===== src/rtl/jt51_wrseq_defs.sv =====
// Shared definitions for the jt51 write sequencer.
// State encoding, busy bit index and counter sizing helper.
package jt51_wrseq_defs;

  typedef enum logic [2:0] {
    ST_IDLE,
    ST_LOAD,
    ST_WA,
    ST_GA,
    ST_BA,
    ST_WD,
    ST_GD,
    ST_BD
  } state_t;

  localparam int BUSY_BIT = 7;

  // Bits needed to hold values 0..n.
  function automatic int cnt_w(input int n);
    return (n > 1) ? $clog2(n + 1) : 1;
  endfunction

endpackage


===== src/rtl/jt51_wrseq_fifo.sv =====
// Synchronous 16-bit FIFO with occupancy and overflow detect.
// Pointers carry one extra wrap bit to tell full from empty.
module jt51_wrseq_fifo #(
  parameter int AW = 4
) (
  input  logic          clk,
  input  logic          rst,
  input  logic          i_push,
  input  logic [15:0]   i_wdata,
  input  logic          i_pop,
  output logic [15:0]   o_rdata,
  output logic          o_full,
  output logic          o_empty,
  output logic [AW:0]   o_level,
  output logic          o_ovf
);

  logic [15:0] r_mem [2**AW];
  logic [AW:0] r_wptr;
  logic [AW:0] r_rptr;
  logic        w_wr;
  logic        w_rd;

  assign o_full  = (r_wptr[AW] != r_rptr[AW]) &&
                   (r_wptr[AW-1:0] == r_rptr[AW-1:0]);
  assign o_empty = (r_wptr == r_rptr);
  assign o_level = r_wptr - r_rptr;
  assign o_rdata = r_mem[r_rptr[AW-1:0]];

  // Full is judged before any same-cycle pop.
  assign w_wr  = i_push && !o_full;
  assign w_rd  = i_pop && !o_empty;
  assign o_ovf = i_push && o_full;

  always_ff @(posedge clk or posedge rst) begin
    if (rst) begin
      r_wptr <= '0;
      r_rptr <= '0;
    end else begin
      if (w_wr) r_wptr <= r_wptr + 1'b1;
      if (w_rd) r_rptr <= r_rptr + 1'b1;
    end
  end

  always_ff @(posedge clk) begin
    if (w_wr) r_mem[r_wptr[AW-1:0]] <= i_wdata;
  end

endmodule


===== src/rtl/jt51_wrseq.sv =====
// Host-side write sequencer: queues (addr,data) pairs and replays
// them to jt51 as two strobed writes, waiting on the busy flag.
module jt51_wrseq
  import jt51_wrseq_defs::*;
#(
  parameter int AW    = 4,
  parameter int GUARD = 3,
  parameter int TMO   = 1023
) (
  input  logic          clk,
  input  logic          rst,
  input  logic          push,
  input  logic [7:0]    push_addr,
  input  logic [7:0]    push_data,
  output logic          full,
  output logic          empty,
  output logic [AW:0]   level,
  output logic          ovf,
  input  logic          clr_err,
  output logic          tmo,
  output logic          idle,
  output logic          ym_cs_n,
  output logic          ym_wr_n,
  output logic          ym_a0,
  output logic [7:0]    ym_din,
  input  logic [7:0]    ym_dout
);

  localparam int GW = cnt_w(GUARD);
  localparam int WW = cnt_w(TMO);
  localparam logic [GW-1:0] G_LAST = GW'(GUARD - 1);
  localparam logic [WW-1:0] T_LAST = WW'((TMO > 0) ? TMO - 1 : 0);

  state_t      r_st;
  state_t      w_nx;
  logic [GW-1:0] r_gcnt;
  logic [WW-1:0] r_wcnt;
  logic [7:0]  r_cur;
  logic [7:0]  r_din;
  logic        r_csn;
  logic        r_a0;
  logic        r_ovf;
  logic        r_tmo;
  logic [15:0] w_head;
  logic        w_pop;
  logic        w_fovf;
  logic        w_busy;
  logic        w_wait;
  logic        w_guard;
  logic        w_hit;
  logic        w_go;
  logic        w_unused;

  jt51_wrseq_fifo #(.AW(AW)) u_fifo (
    .clk     (clk),
    .rst     (rst),
    .i_push  (push),
    .i_wdata ({push_addr, push_data}),
    .i_pop   (w_pop),
    .o_rdata (w_head),
    .o_full  (full),
    .o_empty (empty),
    .o_level (level),
    .o_ovf   (w_fovf)
  );

  assign w_busy  = ym_dout[BUSY_BIT];
  assign w_unused = ^ym_dout[6:0];
  assign w_pop   = (r_st == ST_LOAD);
  assign w_wait  = (r_st == ST_BA) || (r_st == ST_BD);
  assign w_guard = (r_st == ST_GA) || (r_st == ST_GD);
  assign w_hit   = (TMO != 0) && w_wait && w_busy &&
                   (r_wcnt == T_LAST);
  assign w_go    = !w_busy || w_hit;

  always_comb begin
    w_nx = r_st;
    unique case (r_st)
      ST_IDLE: if (!empty) w_nx = ST_LOAD;
      ST_LOAD: w_nx = ST_WA;
      ST_WA:   w_nx = ST_GA;
      ST_GA:   if (r_gcnt == G_LAST) w_nx = ST_BA;
      ST_BA:   if (w_go) w_nx = ST_WD;
      ST_WD:   w_nx = ST_GD;
      ST_GD:   if (r_gcnt == G_LAST) w_nx = ST_BD;
      ST_BD:   if (w_go) w_nx = empty ? ST_IDLE : ST_LOAD;
      default: w_nx = ST_IDLE;
    endcase
  end

  // Pin values are derived from the next state so they are registered.
  always_ff @(posedge clk or posedge rst) begin
    if (rst) begin
      r_st   <= ST_IDLE;
      r_gcnt <= '0;
      r_wcnt <= '0;
      r_cur  <= '0;
      r_din  <= '0;
      r_csn  <= 1'b1;
      r_a0   <= 1'b0;
    end else begin
      r_st  <= w_nx;
      r_csn <= !((w_nx == ST_WA) || (w_nx == ST_WD));
      if (r_st == ST_LOAD) r_cur <= w_head[7:0];
      if (w_nx == ST_WA) begin
        r_a0  <= 1'b0;
        r_din <= w_head[15:8];
      end
      if (w_nx == ST_WD) begin
        r_a0  <= 1'b1;
        r_din <= r_cur;
      end
      if (w_guard)
        r_gcnt <= (r_gcnt == G_LAST) ? '0 : r_gcnt + 1'b1;
      else
        r_gcnt <= '0;
      if (w_wait)
        r_wcnt <= w_go ? '0 : r_wcnt + 1'b1;
      else
        r_wcnt <= '0;
    end
  end

  // A new error event wins over a same-cycle clear.
  always_ff @(posedge clk or posedge rst) begin
    if (rst) begin
      r_ovf <= 1'b0;
      r_tmo <= 1'b0;
    end else begin
      if (w_fovf) r_ovf <= 1'b1;
      else if (clr_err) r_ovf <= 1'b0;
      if (w_hit) r_tmo <= 1'b1;
      else if (clr_err) r_tmo <= 1'b0;
    end
  end

  assign ovf     = r_ovf;
  assign tmo     = r_tmo;
  assign idle    = empty && (r_st == ST_IDLE);
  assign ym_cs_n = r_csn;
  assign ym_wr_n = r_csn;
  assign ym_a0   = r_a0;
  assign ym_din  = r_din;

endmodule

===== config.mk =====
export PLATFORM = sky130hd
export DESIGN_NAME = jt51_wrseq
export DESIGN_NICKNAME = d
export VERILOG_FILES = /design/src/rtl/jt51_wrseq_defs.sv /design/src/rtl/jt51_wrseq_fifo.sv /design/src/rtl/jt51_wrseq.sv
export SDC_FILE = /design/constraint.sdc
export NUM_CORES = 1
export LEC_CHECK = 0
export CAP_MARGIN = 20
export CORE_MARGIN = 1
export CORE_UTILIZATION = 60
export DETAILED_ROUTE_END_ITERATION = 10
export PLACE_DENSITY = 0.78
export SLEW_MARGIN = 40
export SYNTH_ARGS = -nofsm -noshare
export SYNTH_HDL_FRONTEND = slang
export SYNTH_SLANG_ARGS = --single-unit

===== constraint.sdc =====
create_clock -name clk -period 4.05 [get_ports clk]
set_input_delay 1.0125 -clock clk [delete_from_list [all_inputs] [get_ports clk]]
set_output_delay 1.0125 -clock clk [all_outputs]
set_load 0.05 [all_outputs]

==> results.py, run 1 <==
metrics = {
    "run_status": {
        "status": "finished, final reports clean",
    },
    "floorplan": {
        "rows": 51,
        "core_area_um2": 19590,
        "start_util_pct": 61.60,
        "die_x_um": 143.8,
        "ios": 49,
        "dieArea_um2": 20680,
        "die_h_um": 143.8,
    },
    "synth": {
        "syn_nets": 730,
        "ys_seq_area_share_pct": 73.05,
        "synth-edff-count": 256,
        "ys_warn_count": 0,
        "synth-seq-cells": 301,
        "netlist_area_um2": 12070,
        "avgSynthCellArea_um2": 17.49,
        "synth_cells": 690,
        "async_reset_ff_share_pct": 14.95,
        "ys_dominant_reg_cell": "edfxtp_1",
        "synth_cell_types": 51,
    },
    "placed_design": {
        "place_ws_ns": 0.8684,
        "place_hpwl_um": 15370,
        "io_buffers": 41,
        "place.gp.congestion": 0.9100,
    },
    "clock_network": {
        "clockRootBuffer": "clkbuf_16",
        "cts_resized": 0,
        "h-tree-depth": 1,
        "path_clk_slew_ns": 0.06,
        "cts_hold_buf": 0,
        "tritoncts": "done",
        "cts_sinks": 301,
        "cts_buffers": 29,
        "clk-insertion-delay-late_ns": 0.54,
        "clock_path_buffers": 3,
        "post_cts_buffers": 0,
    },
    "timing": {
        "finalCritPeriodShare_pct": 91.55,
        "fin_ws_ns": 0.3422,
        "rsz0062_at_grt": "no",
        "maxSlewViolCount": 0,
        "setup_violations": 0,
        "slew_headroom_pct": 48.26,
        "setup_tns_ns": 0,
        "period_minus_slack_ns": 3.708,
        "fmax_ghz": 0.2697,
        "hold_viol": 0,
        "clock_skew_ns": 0.01214,
        "worstMarginPinSlew_ns": 0.7761,
    },
    "worst_hold_path": {
        "whs_endpoint": "r_gcnt[0]",
        "hold_depth": 1,
        "hold_start": "r_gcnt[0]",
        "hold_path.class": "reg2reg",
    },
    "worst_setup_path": {
        "required_ns": 3.04,
        "arrival_ns": 2.70,
        "worst_setup_path_end_kind": "output pin",
        "crit_fanout": 4,
        "rr_endpoint": "u_fifo.r_mem[4][1]",
        "reg2reg_depth": 9,
        "rrSetupSlack_ns": 0.84,
        "path_class": "reg2out",
        "r2r-start": "u_fifo.r_rptr[3]",
        "cp-start-kind": "flop",
    },
    "pwr": {
        "p_per_area_nw_per_um2": 702.1,
        "ir_worst_vdd_v": 0.0005066,
        "p_leak_nw": 4.761,
    },
    "grt": {
        "grt.total_usage_pct": 24.87,
        "grt_max_degree": 69,
        "grt_pass1_vias": 6617,
        "gr-total-overflow": 0,
        "antenna_found_initial": 0,
        "grt_pass1_wl_um": 37560,
    },
    "final_layout": {
        "diodes": 0,
        "layout.core_utilization_pct": 70.24,
        "drive_gt1_share_pct": 16.17,
        "nets": 797,
        "syn2layout_area_growth_pct": 14.03,
    },
    "drt": {
        "wl_per_cell_um": 23.54,
        "dr.pass1.iters": 7,
        "drt-initial-drc-count": 519,
        "via_per_inst": 6.246,
        "num_vias": 6521,
        "drc": 0,
        "wl_um": 24580,
        "ant_nets": 0,
    },
    "run": {
        "maxCapViolCount": 0,
    },
}
[power breakdown]
part | internal, mW | switching (mW) | total (mW)
Sequential | 3.79 | 0.249 | 4.04
Clock | 1.43 | 1.07 | 2.50
Combinational | 1.25 | 1.87 | 3.12
[layer usage]
layer / global-route usage (%) / up-vias / share of wire, %
li1: - / 2847 / -
met5: 0 / - / 0
met3: 3.366 / 57 / 6.4
met1: 32.88 / 3340 / 39
met2: 42.80 / 277 / 51
met4: 8.455 / 0 / 2.8
[per-stage QoR]
stage	instances	area [um2]	power [mW]	hold slack, ns
after floorplan	690	12070	6.301	0.4234
after global placement	991	12870	7.097	0.4351
after detailed placement	991	12880	7.217	0.4581
after CTS	1044	13760	9.699	0.4660
after global routing	1044	13760	10.02	0.4950
final	1044	13760	9.661	0.4653
[cell type report]
class,instances,area (um2)
inverter,16,62.56
clock inverter,17,122.6
fill,1229,5831
multi-input combinational,339,3012
tap,265,331.6
sequential,301,8818
clock buffer,36,752.0
timing repair buffer,70,660.6
[Yosys cell counts (2+ instances only)]
cell type / number / area share, %
a32o_1: 5 / 0.41
nand2_1: 48 / 1.5
nor2b_1: 7 / 0.36
clkbuf_1: 11 / 0.34
edfxtp_1: 256 / 64
nor3_1: 12 / 0.50
nand4_1: 8 / 0.41
o21ai_0: 7 / 0.29
a21o_1: 2 / 0.12
and3_1: 2 / 0.10
xnor2_1: 11 / 0.80
buf_6: 2 / 0.19
mux4_2: 41 / 7.7
dfrtp_1: 44 / 9.1
mux2i_1: 56 / 4.6
inv_1: 15 / 0.47
xor2_1: 8 / 0.58
o211ai_1: 2 / 0.12
a221o_1: 8 / 0.66
a31oi_1: 7 / 0.36
ha_1: 11 / 1.1
nand2b_1: 3 / 0.16
buf_8: 2 / 0.25
a22oi_1: 23 / 1.4
nand3_1: 8 / 0.33
nor2_1: 35 / 1.1
or3_1: 3 / 0.16
and2_1: 3 / 0.16
a21oi_1: 12 / 0.50
buf_4: 2 / 0.12
nor4_1: 2 / 0.10
buf_2: 14 / 0.58
buf_1: 2 / 0.062
[kinds of logic after synthesis]
family / count (synthesis) / share of synthesized area [%]
AO/OA/AOI/OAI: 74 / 4.469
XOR/XNOR: 19 / 1.379
adder cells (fa/ha/maj): 12 / 1.307
buffers and inverters: 50 / 2.209
flip-flops: 301 / 73.05
multiplexers: 98 / 12.39
AND/OR/NAND/NOR: 136 / 5.195
[cell usage in the layout, fill, tap and decap left out, types with 2 or more instances in the layout]
| cell | n |
|---|---|
| a31oi_1 | 7 |
| mux2i_1 | 56 |
| clkbuf_1 | 7 |
| and2_1 | 3 |
| or3_1 | 3 |
| xor2_1 | 8 |
| dfrtp_1 | 41 |
| nand3_1 | 8 |
| buf_12 | 3 |
| edfxtp_1 | 256 |
| nand2_1 | 48 |
| buf_6 | 2 |
| a21o_1 | 2 |
| nor2_1 | 35 |
| inv_1 | 14 |
| clkbuf_16 | 29 |
| nand4_1 | 8 |
| and3_1 | 2 |
| a21oi_1 | 12 |
| nor2b_1 | 7 |
| a32o_1 | 5 |
| clkdlybuf4s50_1 | 36 |
| ha_1 | 11 |
| nand2b_1 | 3 |
| bufinv_16 | 2 |
| o21ai_0 | 7 |
| a221o_1 | 8 |
| a22oi_1 | 23 |
| buf_4 | 29 |
| nor3_1 | 8 |
| clkinv_2 | 5 |
| o211ai_1 | 2 |
| dfrtp_2 | 3 |
| xnor2_1 | 11 |
| mux4_2 | 41 |
| nor3_2 | 4 |
| clkinv_1 | 10 |
[sequential cells by signal, summed over array words and instances (netlist names)]
register	cells
u_fifo.r_wptr	5
r_st	3
ovf	1
tmo	1
r_gcnt	2
ym_a0	1
ym_din	8
ym_cs_n	1
r_cur	8
u_fifo.r_mem	256
u_fifo.r_rptr	5
r_wcnt	10
[worst max path at each step]
stage,startpoint,to,slack [ns]
after CTS,u_fifo.r_wptr[0],level[2],0.33
after detailed placement,push,u_fifo.r_mem[4][2],0.87
after floorplan,u_fifo.r_rptr[1],u_fifo.r_mem[3][0],0.25
after global placement,u_fifo.r_rptr[3],idle,0.94
after global routing,u_fifo.r_rptr[3],idle,0.21
final,u_fifo.r_wptr[0],level[2],0.34
[critical path, stage by stage (launching register included)]
cell and delay, ns:
dfrtp_1 0.39, inv_1 0.12, ha_1 0.24, fa_1 0.41, xnor2_1 0.18, clkdlybuf4s50_1 0.83
No activity file was read; power rests on OpenSTA's default activity.
==> inputs of run 2 (changes only) <==
--- a/config.mk
+++ b/config.mk
@@ -6,6 +6,7 @@
 export NUM_CORES = 1
 export LEC_CHECK = 0
 export CAP_MARGIN = 20
+export CORE_ASPECT_RATIO = 0.8
 export CORE_MARGIN = 1
 export CORE_UTILIZATION = 60
 export DETAILED_ROUTE_END_ITERATION = 10
@@ -13,4 +14,5 @@
 export SLEW_MARGIN = 40
 export SYNTH_ARGS = -nofsm -noshare
 export SYNTH_HDL_FRONTEND = slang
+export SYNTH_HIERARCHICAL = 1
 export SYNTH_SLANG_ARGS = --single-unit
==> results.py, run 2 <==
metrics = {
    "clock_network": {
        "h-tree-depth": 1,
        "cts_buffers": 28,
        "path_clk_slew_ns": 0.06,
        "cts_hold_buf": 0,
        "cts_sinks": 301,
        "tritoncts": "done",
        "clockRootBuffer": "clkbuf_16",
        "post_cts_buffers": 0,
        "clock_path_buffers": 3,
        "clk-insertion-delay-late_ns": 0.56,
        "cts_resized": 0,
    },
    "drt": {
        "dr.pass1.iters": 7,
        "via_per_inst": 6.316,
        "ant_nets": 0,
        "num_vias": 6367,
        "wl_per_cell_um": 25.35,
        "drc": 0,
        "wl_um": 25550,
        "drt-initial-drc-count": 596,
    },
    "grt": {
        "grt_pass1_vias": 6460,
        "antenna_found_initial": 0,
        "grt.total_usage_pct": 25.40,
        "gr-total-overflow": 0,
        "grt_pass1_wl_um": 38270,
        "grt_max_degree": 68,
    },
    "final_layout": {
        "seqCellArea_um2": 8822,
        "largest_reg_flops": 256,
        "syn2layout_area_growth_pct": 14.23,
        "final_cell_mix": "edfxtp_1, mux2i_1, dfrtp_1",
        "drive_gt1_share_pct": 22.31,
        "n_fill_cell": 1260,
        "mostFrequentLayoutCell": "edfxtp_1",
        "multi_input_area_um2": 3196,
        "diodes": 0,
        "nets": 762,
        "fin_cells": 1008,
    },
    "worst_setup_path": {
        "slowest_stage": "clkdlybuf4s50_1",
        "path_class": "reg2out",
        "crit_fanout": 4,
        "rrSetupSlack_ns": 1.02,
        "worst_setup_path_end_kind": "output pin",
        "r2r-start": "u_fifo/r_rptr[0]",
        "cp_slowest_stage_delay_ns": 0.79,
        "required_ns": 3.04,
        "cpMostUsedCell": "inv_1",
        "rr_endpoint": "ym_din[1]",
        "worstPathCellList": "inv_1 -> ha_1 -> inv_1 -> fa_1 -> clkdlybuf4s50_1",
        "reg2reg_depth": 8,
        "arrival_ns": 2.65,
        "cp-start-kind": "flop",
    },
    "synth": {
        "syn_nets": 692,
        "synth-seq-cells": 301,
        "yosys.cell_count.top_type": "edfxtp_1",
        "ys_warn_count": 6,
        "netlist_top_cells_count": "edfxtp_1, mux2i_1, dfrtp_1",
        "avgSynthCellArea_um2": 18.79,
        "ys_dominant_reg_cell": "edfxtp_1",
        "synth_top_area_cell": "edfxtp_1",
        "async_reset_ff_share_pct": 14.95,
        "ys_seq_area_share_pct": 71.96,
        "netlist_area_um2": 12250,
        "synth-edff-count": 256,
        "yosys-top-cells-area": "edfxtp_1, dfrtp_1, mux4_2",
        "synth_cells": 652,
        "synth_cell_types": 57,
        "post-synth-top-area-fraction_pct": 62.76,
    },
    "timing": {
        "setup_tns_ns": 0,
        "worstMarginPinSlew_ns": 0.7717,
        "setup_violations": 0,
        "finalCritPeriodShare_pct": 90.33,
        "fmax_ghz": 0.2733,
        "maxSlewViolCount": 0,
        "hold_viol": 0,
        "clock_skew_ns": 0.01948,
        "period_minus_slack_ns": 3.658,
        "rsz0062_at_grt": "no",
        "slew_headroom_pct": 48.36,
    },
    "pwr": {
        "ir_worst_vdd_v": 0.001230,
        "p_leak_nw": 4.890,
        "p_per_area_nw_per_um2": 720.5,
    },
    "placed_design": {
        "io_buffers": 41,
        "place.gp.congestion": 0.7873,
        "dpl.cell_count": 956,
        "place_hpwl_um": 15190,
    },
    "worst_hold_path": {
        "whs_endpoint": "r_gcnt[0]",
        "hold_depth": 1,
        "hold_path.class": "reg2reg",
        "hold_start": "r_gcnt[0]",
    },
    "floorplan": {
        "die_h_um": 129.8,
        "start_util_pct": 61.51,
        "dieArea_um2": 20990,
        "rows": 46,
        "die_x_um": 161.7,
        "core_area_um2": 19910,
        "ios": 49,
    },
    "run": {
        "maxCapViolCount": 0,
    },
    "run_status": {
        "status": "finished, final reports clean",
    },
}
## run 2: changes by cell type after synthesis, sizes merged, moves of 12 or more
cell and change:
nand2 -36, o21ai +12, a32oi +16, mux2 +23
## run 2: critical path: cells and delay by family, from the launching register on
family     cells  cell delay (ns)
buf+inv        3             1.03
fa+ha+maj      2             0.64
flops          1             0.43
## run 2: report_power, final
group | internal (mW) | switching [mW]
logic | 1.46 | 2.04
registers | 3.80 | 0.283
clock network | 1.40 | 1.10
## run 2: worst max-delay path by stage
stage | from | end | slack, ns | cells after the start
2_1_floorplan | u_fifo/r_rptr[1] | idle | 0.22 | 8
3_3_place_gp | push | u_fifo/r_mem[11][14] | 0.94 | 6
3_5_place_dp | push | u_fifo/r_mem[9][6] | 0.84 | 6
4_1_cts | u_fifo/r_wptr[0] | level[1] | 0.38 | 5
5_1_grt | u_fifo/r_rptr[1] | idle | 0.25 | 7
6_report | u_fifo/r_wptr[0] | level[1] | 0.39 | 5
## run 2: metrics by stage
step           power, mW  instance area, um2  setup WS [ns]  hold WS (ns)  util, %
6_report           10.08               13990         0.3915        0.4645    70.26
3_5_place_dp       7.622               13110         0.8436        0.4608    65.81
4_1_cts            10.12               13990         0.3821        0.4704    70.26
2_1_floorplan      6.575               12250         0.2155        0.4336        -
3_3_place_gp       7.508               13100         0.9409        0.4493    65.80
5_1_grt            10.46               13990         0.2514        0.5026    70.26
## run 2: layer usage
metal	track usage (%)	part of all wire (%)	vias to the layer above
li1	-	-	2740
met1	36.28	42	3306
met2	41.48	48	265
met3	3.878	7.1	56
met4	7.436	2.7	0
met5	0	0	-
## run 2: kinds of logic (layout without fill, tap and decap cells)
group	count (synthesis)	after routing	share of synthesized area, %
XOR/XNOR	23	23	1.645
multiplexers	120	120	15.44
flip-flops	301	301	71.96
adder cells (fa/ha/maj)	12	12	1.287
AND/OR/NAND/NOR	82	82	3.565
AO/OA/AOI/OAI	66	66	3.820
buffers and inverters	48	140	2.278
## run 2: layout make-up
cell class,count,share of cell area [%]
Clock buffer,39,5.517
Sequential cell,301,63.05
Inverter,15,0.4024
Timing Repair Buffer,73,5.017
Clock inverter,13,0.8137
Tap cell,264,2.361
Multi-Input combinational cell,303,22.84
==> inputs of run 3 (changes only) <==
--- a/config.mk
+++ b/config.mk
@@ -5,12 +5,14 @@
 export SDC_FILE = /design/constraint.sdc
 export NUM_CORES = 1
 export LEC_CHECK = 0
+export ABC_AREA = 1
 export CAP_MARGIN = 20
 export CORE_ASPECT_RATIO = 0.8
 export CORE_MARGIN = 1
-export CORE_UTILIZATION = 60
+export CORE_UTILIZATION = 61
 export DETAILED_ROUTE_END_ITERATION = 10
-export PLACE_DENSITY = 0.78
+export GPL_TIMING_DRIVEN = 0
+export PLACE_DENSITY = 0.79
 export SLEW_MARGIN = 40
 export SYNTH_ARGS = -nofsm -noshare
 export SYNTH_HDL_FRONTEND = slang
==> results.py, run 3 <==
metrics = {
    "worst_setup_path": {
        "crit_fanout": 11,
        "rrSetupSlack_ns": 1.15,
        "worst_setup_path_end_kind": "output pin",
        "arrival_ns": 2.87,
        "worstPathCellList": "inv_1 -> buf_2 -> buf_4 -> ha_1 -> nand4_1 -> inv_1 -> nand2_1 -> inv_1 -> inv_1 -> nor2_1 -> clkbuf_4",
        "required_ns": 3.04,
        "cp_slowest_stage_delay_ns": 0.42,
        "cp-start-kind": "flop",
        "slowest_stage": "dfrtp_1",
        "path_class": "reg2out",
        "cp_top_family": "buffers and inverters",
        "cpMostUsedCell": "inv_1",
        "crit_buf_inv": 7,
    },
    "synth": {
        "synth_cell_types": 39,
        "ys_warn_count": 6,
        "netlist_top_cells_count": "nand2_1, inv_1, edfxtp_1",
        "synth-edff-count": 256,
        "synth_top_area_cell": "edfxtp_1",
        "avgSynthCellArea_um2": 9.740,
        "netlist_area_um2": 13800,
        "syn_nets": 1457,
        "yosys.cell_count.top_type": "nand2_1",
        "ys_dominant_reg_cell": "edfxtp_1",
        "synth_cells": 1417,
        "async_reset_ff_share_pct": 14.95,
        "synth-seq-cells": 301,
        "post-synth-top-area-fraction_pct": 55.70,
        "ys_seq_area_share_pct": 63.87,
        "yosys-top-cells-area": "edfxtp_1, nand2_1, dfrtp_1",
    },
    "timing": {
        "period_minus_slack_ns": 3.878,
        "slew_headroom_pct": 42.37,
        "rsz0062_at_grt": "no",
        "maxSlewViolCount": 0,
        "fin_hold_ws_ns": 0.4264,
        "fmax_ghz": 0.2579,
        "setup_violations": 0,
        "setup_tns_ns": 0,
        "worstMarginPinSlew_ns": 0.8618,
        "finalCritPeriodShare_pct": 95.75,
        "hold_viol": 0,
        "clock_skew_ns": 0.01814,
    },
    "final_layout": {
        "largest_reg_flops": 256,
        "nets": 1536,
        "drive_gt1_share_pct": 11.73,
        "syn2layout_area_growth_pct": 13.31,
        "mostFrequentLayoutCell": "nand2_1",
        "diodes": 0,
        "final_cell_mix": "nand2_1, inv_1, edfxtp_1",
    },
    "grt": {
        "antenna_found_initial": 0,
        "grt_max_degree": 36,
        "grt.total_usage_pct": 29.49,
        "grt_pass1_vias": 9266,
        "gr-total-overflow": 0,
        "grt_pass1_wl_um": 50270,
    },
    "drt": {
        "wl_um": 32750,
        "via_per_inst": 5.406,
        "dr.pass1.iters": 6,
        "ant_nets": 0,
        "num_vias": 9829,
        "drc": 0,
        "wl_per_cell_um": 18.01,
        "drt-initial-drc-count": 1162,
    },
    "worst_hold_path": {
        "hold_path.class": "reg2reg",
    },
    "clock_network": {
        "cts_buffers": 29,
        "tritoncts": "done",
        "path_clk_slew_ns": 0.06,
        "clockRootBuffer": "clkbuf_16",
        "cts_sinks": 301,
        "cts_hold_buf": 0,
        "h-tree-depth": 1,
        "clock_path_buffers": 3,
        "clk-insertion-delay-late_ns": 0.55,
    },
    "placed_design": {
        "io_buffers": 41,
        "place.gp.congestion": 0.8958,
        "place_hpwl_um": 21320,
    },
    "floorplan": {
        "core_area_um2": 21860,
        "ios": 49,
        "dieArea_um2": 23240,
        "rows": 48,
        "die_x_um": 170.2,
        "die_h_um": 136.5,
        "start_util_pct": 63.14,
    },
    "run": {
        "maxCapViolCount": 0,
    },
    "pwr": {
        "ir_worst_vdd_v": 0.0005327,
        "p_leak_nw": 7.083,
        "pwr-share-comb_pct": 40.0,
        "p_int_mw": 6.504,
        "pwr-share-clk_pct": 23.7,
        "switchingPower_mw": 4.287,
        "swShare_pct": 39.73,
        "power_frac_seq_pct": 36.3,
        "p_per_area_nw_per_um2": 690.0,
    },
    "run_status": {
        "status": "finished, final reports clean",
    },
}
[run 3: cell count changes after synthesis, moves of 18 or more]
cell | previous run | this run
mux2i_1 | 48 | 0
inv_2 | 1 | 19
mux4_2 | 40 | 0
inv_1 | 14 | 265
nand2_1 | 12 | 465
nand3_1 | 6 | 181
buf_2 | 9 | 33
[run 3: cell type report]
class | count | area, um2
sequential | 301 | 8815
timing repair buffer | 48 | 430.4
tap | 300 | 375.4
buffer | 57 | 350.3
fill | 1508 | 6222
inverter | 287 | 1079
multi-input combinational | 772 | 3690
clock inverter | 15 | 100.1
clock buffer | 38 | 799.5
[run 3: cells by family after synthesis]
family | after synthesis | share of synthesized area, %
buffers and inverters | 344 | 10.31
AO/OA/AOI/OAI | 19 | 0.8250
XOR/XNOR | 15 | 1.006
flip-flops | 301 | 63.87
adder cells (fa/ha/maj) | 12 | 1.142
AND/OR/NAND/NOR | 726 | 22.85
[run 3: repair_timing]
item	in CTS	in global routing
setup endpoints to repair	5	1
buffers inserted	0	0
resized for setup	14	3
pin swaps	0	0
[run 3: worst reg2reg max path: stages, from the launching register on]
cell	delay, ns
dfrtp_1	0.43
inv_1	0.09
buf_2	0.27
buf_4	0.26
ha_1	0.27
nand4_1	0.18
inv_1	0.08
nand2_1	0.08
nand2_1	0.21
nor3_2	0.43
buf_2	0.31
[run 3: per-stage QoR]
| stage | std cells | total power [mW] | util (%) | area (um2) | setup slack [ns] |
|---|---|---|---|---|---|
| final | 1818 | 10.79 | 71.54 | 15640 | 0.1721 |
| after global routing | 1818 | 11.33 | 71.54 | 15640 | 0.04139 |
| after CTS | 1818 | 10.73 | 71.56 | 15640 | 0.0004805 |
| after global placement | 1758 | 8.006 | 66.73 | 14590 | -0.3398 |
| after floorplan | 1417 | 6.841 | - | 13800 | 0.4371 |
| after detailed placement | 1765 | 8.178 | 67.43 | 14740 | -0.01090 |
[run 3: worst paths after layout]
| kind | startpoint | endpoint | depth (start not counted) |
|---|---|---|---|
| max | u_fifo/r_rptr[1] | idle | 11 |
| min | r_gcnt[0] | r_gcnt[0] | 1 |
| max reg2reg | u_fifo/r_rptr[1] | u_fifo/r_mem[7][1] | 10 |
| min reg2reg | r_gcnt[0] | r_gcnt[0] | 1 |
| max in group asynchronous | rst | ym_din[1] | 2 |
| min in group asynchronous | rst | u_fifo/r_rptr[4] | 2 |
[run 3: per-layer routing]
layer | up-vias | share of wire [%] | track usage, %
met5 | - | 0 | 0
met4 | 0 | 4.0 | 12.36
met3 | 87 | 11 | 7.085
met2 | 504 | 45 | 45.33
met1 | 4619 | 40 | 40.63
li1 | 4619 | - | -
[run 3: power groups by stage]
stage                     Clock, mW  Sequential, mW  Combinational (mW)
final                          2.56            3.92                4.31
after detailed placement          0            3.97                4.20
after global routing           2.72            3.95                4.67
after global placement            0            3.97                4.04
after CTS                      2.59            3.91                4.22
after floorplan                   0            4.11                2.73
